[config.mk]
export PLATFORM = sky130hd
export DESIGN_NAME = wb_host_master
export DESIGN_NICKNAME = d
export VERILOG_FILES = /design/src/rtl/wb_host_master.sv
export SDC_FILE = /design/constraint.sdc
export NUM_CORES = 1
export LEC_CHECK = 0
export CORE_ASPECT_RATIO = 0.9
export CORE_MARGIN = 2
export CORE_UTILIZATION = 44
export CTS_CLUSTER_DIAMETER = 100
export DETAILED_ROUTE_END_ITERATION = 12
export PLACE_DENSITY = 0.86
export SKIP_CTS_REPAIR_TIMING = 1
export SLEW_MARGIN = 20
export SYNTH_ARGS = -nofsm -noshare
export SYNTH_HDL_FRONTEND = slang
export SYNTH_SLANG_ARGS = --single-unit
[constraint.sdc]
create_clock -name wb_clk_i -period 3.5 [get_ports wb_clk_i]
set_clock_uncertainty 0.2 [all_clocks]
set_input_delay 0.7 -clock wb_clk_i [delete_from_list [all_inputs] [get_ports wb_clk_i]]
set_output_delay 0.7 -clock wb_clk_i [all_outputs]
set_load 0.03 [all_outputs]
[src/rtl/wb_host_master.sv]
// ============================================================================
//  Module   : wb_host_master
//  Brief    : Single-command Wishbone classic-cycle initiator with valid/ready
//             request/response ports and debug counters. Define WBM_TIMEOUT_EN
//             to build the ack timeout (TIMEOUT_CYCLES) and error counting.
//  Revision : 1.0  initial release
// ============================================================================
`default_nettype none

module wb_host_master #(
    parameter int AW             = 32,
    parameter int DW             = 32,
    parameter int TIMEOUT_CYCLES = 16
) (
    input  logic              wb_clk_i,
    input  logic              wb_rst_ni,
    input  logic              req_valid,
    output logic              req_ready,
    input  logic              req_we,
    input  logic [AW-1:0]     req_adr,
    input  logic [DW-1:0]     req_dat,
    input  logic [DW/8-1:0]   req_sel,
    output logic              resp_valid,
    input  logic              resp_ready,
    output logic [DW-1:0]     resp_dat,
    output logic              resp_err,
    output logic              wbm_cyc_o,
    output logic              wbm_stb_o,
    output logic              wbm_we_o,
    output logic [DW/8-1:0]   wbm_sel_o,
    output logic [AW-1:0]     wbm_adr_o,
    output logic [DW-1:0]     wbm_dat_o,
    input  logic              wbm_ack_i,
    input  logic [DW-1:0]     wbm_dat_i,
    output logic [15:0]       txn_count,
    output logic [7:0]        err_count
);

    typedef enum logic [1:0] {
        ST_IDLE = 2'd0,
        ST_BUS  = 2'd1,
        ST_RESP = 2'd2
    } state_t;

    localparam logic [15:0] c_tmo_last = 16'(TIMEOUT_CYCLES - 1);

    state_t            r_state;
    logic              r_cyc;
    logic              r_we;
    logic [DW/8-1:0]   r_sel;
    logic [AW-1:0]     r_adr;
    logic [DW-1:0]     r_wdat;
    logic [DW-1:0]     r_rdat;
    logic              r_resp_valid;
    logic [15:0]       r_txn;

`ifdef WBM_TIMEOUT_EN
    logic [15:0]       r_tmo;
    logic              r_err;
    logic [7:0]        r_err_cnt;
`else
    logic              w_unused_tmo;
    assign w_unused_tmo = ^c_tmo_last;
`endif

    always_ff @(posedge wb_clk_i) begin
        if (!wb_rst_ni) begin
            r_state      <= ST_IDLE;
            r_cyc        <= 1'b0;
            r_we         <= 1'b0;
            r_sel        <= '0;
            r_adr        <= '0;
            r_wdat       <= '0;
            r_rdat       <= '0;
            r_resp_valid <= 1'b0;
            r_txn        <= 16'd0;
`ifdef WBM_TIMEOUT_EN
            r_tmo        <= 16'd0;
            r_err        <= 1'b0;
            r_err_cnt    <= 8'd0;
`endif
        end else begin
            case (r_state)
                ST_IDLE: begin
                    if (req_valid) begin
                        r_we    <= req_we;
                        r_adr   <= req_adr;
                        r_wdat  <= req_dat;
                        r_sel   <= req_sel;
                        r_cyc   <= 1'b1;
                        r_state <= ST_BUS;
`ifdef WBM_TIMEOUT_EN
                        r_tmo   <= 16'd0;
`endif
                    end
                end
                ST_BUS: begin
                    // Ack takes priority over a timeout landing on the same edge
                    if (wbm_ack_i) begin
                        r_rdat       <= r_we ? '0 : wbm_dat_i;
                        r_cyc        <= 1'b0;
                        r_resp_valid <= 1'b1;
                        r_txn        <= r_txn + 16'd1;
                        r_state      <= ST_RESP;
`ifdef WBM_TIMEOUT_EN
                        r_err        <= 1'b0;
                    end else if (r_tmo == c_tmo_last) begin
                        r_rdat       <= '0;
                        r_cyc        <= 1'b0;
                        r_resp_valid <= 1'b1;
                        r_err        <= 1'b1;
                        r_txn        <= r_txn + 16'd1;
                        if (r_err_cnt != 8'hFF) begin
                            r_err_cnt <= r_err_cnt + 8'd1;
                        end
                        r_state      <= ST_RESP;
                    end else begin
                        r_tmo        <= r_tmo + 16'd1;
`endif
                    end
                end
                ST_RESP: begin
                    if (resp_ready) begin
                        r_resp_valid <= 1'b0;
                        r_state      <= ST_IDLE;
                    end
                end
                default: r_state <= ST_IDLE;
            endcase
        end
    end

    assign req_ready  = (r_state == ST_IDLE) && wb_rst_ni;
    assign resp_valid = r_resp_valid;
    assign resp_dat   = r_rdat;
    assign wbm_cyc_o  = r_cyc;
    assign wbm_stb_o  = r_cyc;
    assign wbm_we_o   = r_we;
    assign wbm_sel_o  = r_sel;
    assign wbm_adr_o  = r_adr;
    assign wbm_dat_o  = r_wdat;
    assign txn_count  = r_txn;

`ifdef WBM_TIMEOUT_EN
    assign resp_err   = r_err;
    assign err_count  = r_err_cnt;
`else
    assign resp_err   = 1'b0;
    assign err_count  = 8'h00;
`endif

endmodule

`default_nettype wire

# Yosys cells after proc, flatten, opt, wreduce, memory -nomap -nowiden
# Cells that the tools add are included.
word_totals:
  reg_bits: 121
  output_inout_bits: 130
classes:
  add_sub_neg: 1
  eq_ne: 5
  muxes: 11
  reduce_logical: 9
ops:
  columns: ["operator", "count"]
  rows:
  - ["$mux 32", 1]
  - ["$add 16x1->16 const B", 1]
  - ["$reduce_and 3->1", 3]
  - ["$mux 2", 3]
  - ["$ne 2x2->1 const B", 3]
  - ["$pmux 2 s3", 1]
  - ["$mux 1", 4]
  - ["$pmux 1 s2", 2]
  - ["$reduce_and 2->1", 2]
  - ["$reduce_bool 2->1", 2]
  - ["$eq 2x1->1 const B", 1]
  - ["$eq 2x2->1 const B", 1]
  - ["$logic_not 2->1", 1]
  - ["$logic_and 1x1->1", 1]

# Longest topological paths before layout
depth:
  word_depth: 3
  mapped_depth: 7
  ltp_nobuf: 5

# Least setup slack after synthesis
# Ideal clock, no wire load.
synth_timing:
  kind: "input -> output"
  startpoint: "input port wb_rst_ni"
  endpoint: "output port req_ready"
  arrival_ps: 1452
  slack_ps: 1148
  cell_stages: 3
  n_path_buf: 1
  cell_sequence: "clkbuf_1 > nand2b_1 > nor2_1"
synth_between:
  elab_chain_cells: 1
synth_rtl:
  columns: ["item", "line", "rtl"]
  rows:
  - ["start, declared", "16", "input logic wb_rst_ni,"]
  - ["$logic_and 1x1->1", "133", "assign req_ready = (r_state == ST_IDLE) && wb_rst_ni;"]
  - ["end, declared", "18", "output logic req_ready,"]
# No other way between the ends.

# Final worst setup path
layout_timing:
  startpoint: "register r_state[1]"
  endpoint: "output port req_ready"
layout_between:
  elab_chain_cells: 2
layout_rtl:
  columns: ["item", "line", "rtl"]
  rows:
  - ["start, declared", "47", "state_t r_state;"]
  - ["start signal, assigned", "68", "r_state <= ST_IDLE;"]
  - ["start signal, assigned", "91", "r_state <= ST_BUS;"]
  - ["start signal, assigned", "104", "r_state <= ST_RESP;"]
  - ["$logic_not 2->1", "133", null]
  - ["$logic_and 1x1->1", "133", null]
# No other way between the ends.

==> results.tsv <==
metric	value	unit
Global Route Usage Sum	23.78	%
Worst VDD drop	0.3622	mV
Core Area	0.01077	mm2
number of distinct library cells after synthesis	31	
post-synthesis register bit count	121	
Gate Count Post-Synth	560	
post-layout instance area	0.007742	mm2
Startpoint Class	flip-flop	
endpoints failing setup	0	
RSZ-0062 raised after global routing	false	
share of cells above drive strength 1	6.003	%
Detailed Route WL	13.93	mm
max-slew violation count	0	
CP max FO	9	
Reg area	0.002422	mm2
Longest Clk Path Bufs	2	
later-pin clock latency in the skew report	0.41	ns
I/O pins	236	
antenna violations before repair	0	
DP HPWL	9.691	mm
Syn Area/Cell	8.658	um2
Die Area	0.01188	mm2
nets	877	
Die Y-Extent	103.6	um
WS Path Type	reg2out	
Period minus WS final	2.719	ns
drt via density	4.977	
Die W	114.7	um
H-tree levels	4	
largest net degree at the start of global routing	123	
sequential share of the synthesized area	49.96	%
crit end category	output port	
# rows	36	
Num CTS Buffers	17	
status	complete, no violations	
worst endpoint required time	2.60	ns
vias in the first global route	4597	
DR iter-0 viols	182	
Syn. warnings	0	
number of fill cells	804	
routed wire length per instance	15.21	um
max_cap viols	0	
critical path data arrival time	1.82	ns
remaining antenna violation count	0	
CTS root buf	clkbuf_16	
Area Overhead vs Synth	59.69	%
Min-Delay Path Class	reg2reg	
Fmax	0.3677	GHz
final hold viol count	0	
global route total overflow	0	
worst slew pin tran	0.9884	ns
CTS tree	yes	
detailed-route via count	4559	
Mapped Area	0.004848	mm2
I/O Buffers	226	
Sink Count	121	
leakage power	0.002840	uW
Initial Util	45.04	%
Pwr per Cell Area	502.2	mW/mm2
DR DRC count	0	
first-pass GRT wire length	22.23	mm
# diodes	0	
Placement Cell Area	0.007128	mm2
fin crit share	77.69	%
Multi-input gate area	0.002222	mm2
reg2reg setup slack	1.42	ns
Pre-Repair DR Iteration Count	4	
Worst-path clk slew	0.05	ns
relative slew slack	34.11	%
Placer Congestion	0.7763	
post-route setup TNS	0	ns
-- state kept, by name, indices dropped and copies added (netlist names) --
| signal | cells |
|---|---|
| resp_dat | 32 |
| wbm_adr_o | 32 |
| wbm_dat_o | 32 |
| txn_count | 16 |
| wbm_sel_o | 4 |
| r_state | 2 |
| resp_valid | 1 |
| wbm_cyc_o | 1 |
| wbm_we_o | 1 |
-- report_power, final --
group / leakage, uW / internal, uW / total, uW / switching [uW]
Clock: 0.000290 / 1170 / 1790 / 619
Combinational: 0.00156 / 286 / 612 / 326
Sequential: 0.000988 / 1450 / 1490 / 39.3
-- cells by family (layout without fill, tap and decap cells) --
family	count (synthesis)	in the layout	synth area share, %
AOI/OAI and AO/OA	114	114	17.39
xor gates and xnor gates	10	10	1.806
adders and majority gates	1	1	0.2580
buffers and inverters	52	267	5.032
DFF	121	121	49.96
muxes	2	2	0.4129
other	1	9	0.07735
and+or+nand+nor	259	259	25.06
-- path summary, 6_finish.rpt --
| kind | start | endpoint | cells past startpoint |
|---|---|---|---|
| max | r_state[1] | req_ready | 3 |
| min | wbm_adr_o[1] | wbm_adr_o[1] | 2 |
| max reg2reg | r_state[1] | txn_count[13] | 4 |
| min reg2reg | wbm_adr_o[1] | wbm_adr_o[1] | 2 |
-- per-stage QoR --
stage	utilization (%)	worst slack [ns]	power, uW	hold slack (ns)	instances
finish	71.92	0.7807	3888	0.2608	916
global route	71.92	0.6956	4032	0.2846	916
CTS	71.92	0.7509	3921	0.2650	916
detailed placement	66.21	0.6332	2131	0.2566	884
global placement	66.21	0.6911	2112	0.2506	884
floorplan	-	1.148	1832	0.3594	568
-- placed cells by master, fill, tap and decap left out, types with 2 or more instances in the layout --
cell               n
or4_1              2
clkbuf_8           3
a21boi_0         106
o31ai_1            2
and2_1            11
clkinvlp_4         5
xnor2_1            4
bufinv_16          3
clkdlybuf4s50_1  225
or2_2              2
buf_4              7
conb_1             9
a21oi_1            2
mux2i_1            2
nand4_1            3
xor2_1             6
nand3_1            4
clkbuf_16         17
inv_1              2
nand2b_1           5
or3_4              2
nor4_1             5
nor2_1             3
dfxtp_1          121
clkinv_2           4
o21ai_0            3
nand2_1          184
nand3b_1          32
-- final cells by class --
cell class | count | area share (%)
inverter | 2 | 0.09696
sequential | 121 | 31.29
multi-input combinational | 395 | 28.70
clock inverter | 12 | 1.907
timing repair buffer | 233 | 29.83
tap | 133 | 2.149
clock buffer | 20 | 6.028
-- critical path, stage by stage, from the launching register on --
cell	delay (ns)
dfxtp_1	0.41
nand2b_1	0.21
nor2_1	0.09
clkdlybuf4s50_1	0.69
-- cell usage after synthesis --
cell type	instances	share of area (%)
ha_1	1	0.26
buf_4	10	1.5
nand3b_1	32	5.0
buf_2	3	0.31
nand4b_4	1	0.49
nand2b_1	5	0.65
a21boi_0	106	16
xnor2_1	4	0.72
clkbuf_1	36	2.8
nor3_1	1	0.10
xor2_1	6	1.1
dfxtp_1	121	50
conb_1	1	0.077
nand2_1	184	14
or2_2	2	0.26
buf_6	1	0.23
nand3_1	4	0.41
a21oi_1	2	0.21
o31ai_1	2	0.31
mux2i_1	2	0.41
nor4_1	5	0.65
o21ai_0	3	0.31
or3_1	1	0.13
and4b_1	1	0.21
or3_4	2	0.46
nor2_1	5	0.39
or4_1	2	0.31
nand4_1	3	0.39
and2_1	11	1.4
inv_1	2	0.15
a21boi_1	1	0.15
-- per-layer routing --
layer / track usage, % / wire (um)
met1: 25.16 / 5405
met2: 40.79 / 7106
met3: 7.607 / 878
met4: 14.20 / 544
met5: 0 / 0
Power figures use the tool's default switching activity.
==> variant, RTL diff (same settings) <==
Change the parameter `DW` from 32 to 64.
--- a/src/rtl/wb_host_master.sv
+++ b/src/rtl/wb_host_master.sv
@@ -9,7 +9,7 @@
 
 module wb_host_master #(
     parameter int AW             = 32,
-    parameter int DW             = 32,
+    parameter int DW             = 64,
     parameter int TIMEOUT_CYCLES = 16
 ) (
     input  logic              wb_clk_i,
Ports: changed (6 resized); port bits go from 236 to 372. No check against the original RTL was run, so the function may have changed too.
==> variant against the original RTL <==
Setup slack lost 0.014 ns. Final area increased by 52%. Count of clock-buffer cells in the layout decreased by 1. Wire length rose by 64%. Core utilization down 1.6 points. Sequential cell count grew 68. Total power grew 34%. Register-to-register slack got worse by 0.06 ns. Area after synthesis grew 54%.
==> variant: results <==
[detailed_routing]
drtIter0Drc = 365
via_per_inst = 4.99
firstDrtPassIters = 5
finalWirelength_um = 22900
vias = 7028

[worst_setup_path]
worstRegToRegCells = 5
r2r-end = wbm_dat_o[46]
regToRegSetupSlack_ns = 1.36
critPathLaunchType = flip-flop
regToRegStartpoint = r_state[0]
cp.arrival_ns = 1.83
crit_path_max_fanout = 9
cp-endpoint = req_ready
startpoint = r_state[1]

[cts]
clk_pin_slew_worst_paths_ns = 0.07
insertion_delay_ns = 0.42
htree_levels = 4
cts_buffer_depth = 2
cts_buffers = 17
root_buffer = clkbuf_16

[grt]
antenna_found_initial = 0
grt_pass1_vias = 6860
grt.total_usage_pct = 24.9
grt_max_degree = 107
grt_pass1_wl_um = 35800

[flow_run]
drv_cap = 0

[placement]
preCtsSetupSlack_ns = 0.686
dp.cells = 1376
post-dp-hpwl_um = 16100
gp_congestion = 0.799
port-buffer-count = 362
place_area_sq_um = 11200

[timing]
worst_slew_pin_slew_ns = 0.900
max_freq_mhz = 366

[synthesis]
synthCells = 860
yosysSeqAreaShare_pct = 50.7
synthArstFlopShare_pct = 0
yosys_warnings = 0
yosysTopAreaCellShare_pct = 50.7
ys_types = 32
synthTopCellsByCount = 288 x nand2_1, 189 x dfxtp_1, 173 x a21boi_0, 64 x nand3b_1, 49 x clkbuf_1
synthTopCellsByArea = dfxtp_1 51%, a21boi_0 17%, nand2_1 14%, nand3b_1 6.4%, clkbuf_1 2.5%

[finish]
layout-drive-gt1-share_pct = 4.34
fin_area_sq_um = 11800
antenna_cells = 0
num-fill-cells = 1290

[min_path]
min_path_type = reg -> reg

[power]
switching_power_mw = 1.45
leakage_nw = 4.21
vdd_ir_drop_max_mv = 0.345

[status]
status = completed
-- variant: changes by cell type after synthesis --
| cell | unedited run | this run |
|---|---|---|
| a21boi_0 | 106 | 173 |
| nand2_1 | 184 | 288 |
| clkbuf_1 | 36 | 49 |
| buf_1 | 0 | 5 |
| dfxtp_1 | 121 | 189 |
| a21boi_1 | 1 | 2 |
| nand3b_1 | 32 | 64 |
| buf_2 | 3 | 13 |
-- variant: final cells by class --
class	instances	area share [%]
Sequential cell	189	32.2
Timing Repair Buffer	375	31.9
Multi-Input combinational cell	599	28.7
Clock buffer	19	3.77
Tap cell	211	2.25
Clock inverter	13	1.14
Inverter	2	0.0638
-- variant: worst min-delay path by stage --
stage,from,endpoint,slack (ns),cells past startpoint
after detailed placement,resp_dat[50],resp_dat[50],0.26,2
after global routing,wbm_dat_o[56],wbm_dat_o[56],0.28,2
after global placement,resp_dat[18],resp_dat[18],0.25,2
after floorplan,r_state[1],r_state[1],0.36,3
final,resp_dat[43],resp_dat[43],0.26,2
after CTS,resp_dat[50],resp_dat[50],0.27,2
-- variant: kinds of logic after synthesis --
logic type	Yosys count	share of synthesized area, %
other	1	0.0502
adder cells (fa/ha/maj)	1	0.168
flip-flops	189	50.7
XOR/XNOR	10	1.17
AO/OA/AOI/OAI	182	18.1
multiplexers	2	0.268
AND/OR/NAND/NOR	395	24.7
buffers and inverters	80	4.84
-- variant: layer usage --
metal | vias up | global-route usage, % | part of all wire (%)
met5 | - | 0 | 0
met4 | 0 | 11.6 | 3.7
met3 | 51 | 8.40 | 8.4
met2 | 262 | 43.0 | 49
met1 | 3264 | 27.9 | 39
li1 | 3451 | - | -
-- variant: worst max-delay path, stage by stage, from the launching register on --
cell and delay (ns):
dfxtp_1 0.42, nand2b_1 0.21, nor2_1 0.08, clkdlybuf4s50_1 0.70
-- variant: power groups by stage --
stage	clock [mW]	sequential [mW]	combinational [mW]
floorplan	0	2.57	0.284
global placement	0	2.36	0.978
detailed placement	0	2.37	0.988
CTS	1.93	2.32	0.993
global route	2.01	2.33	1.05
finish	1.89	2.32	0.987
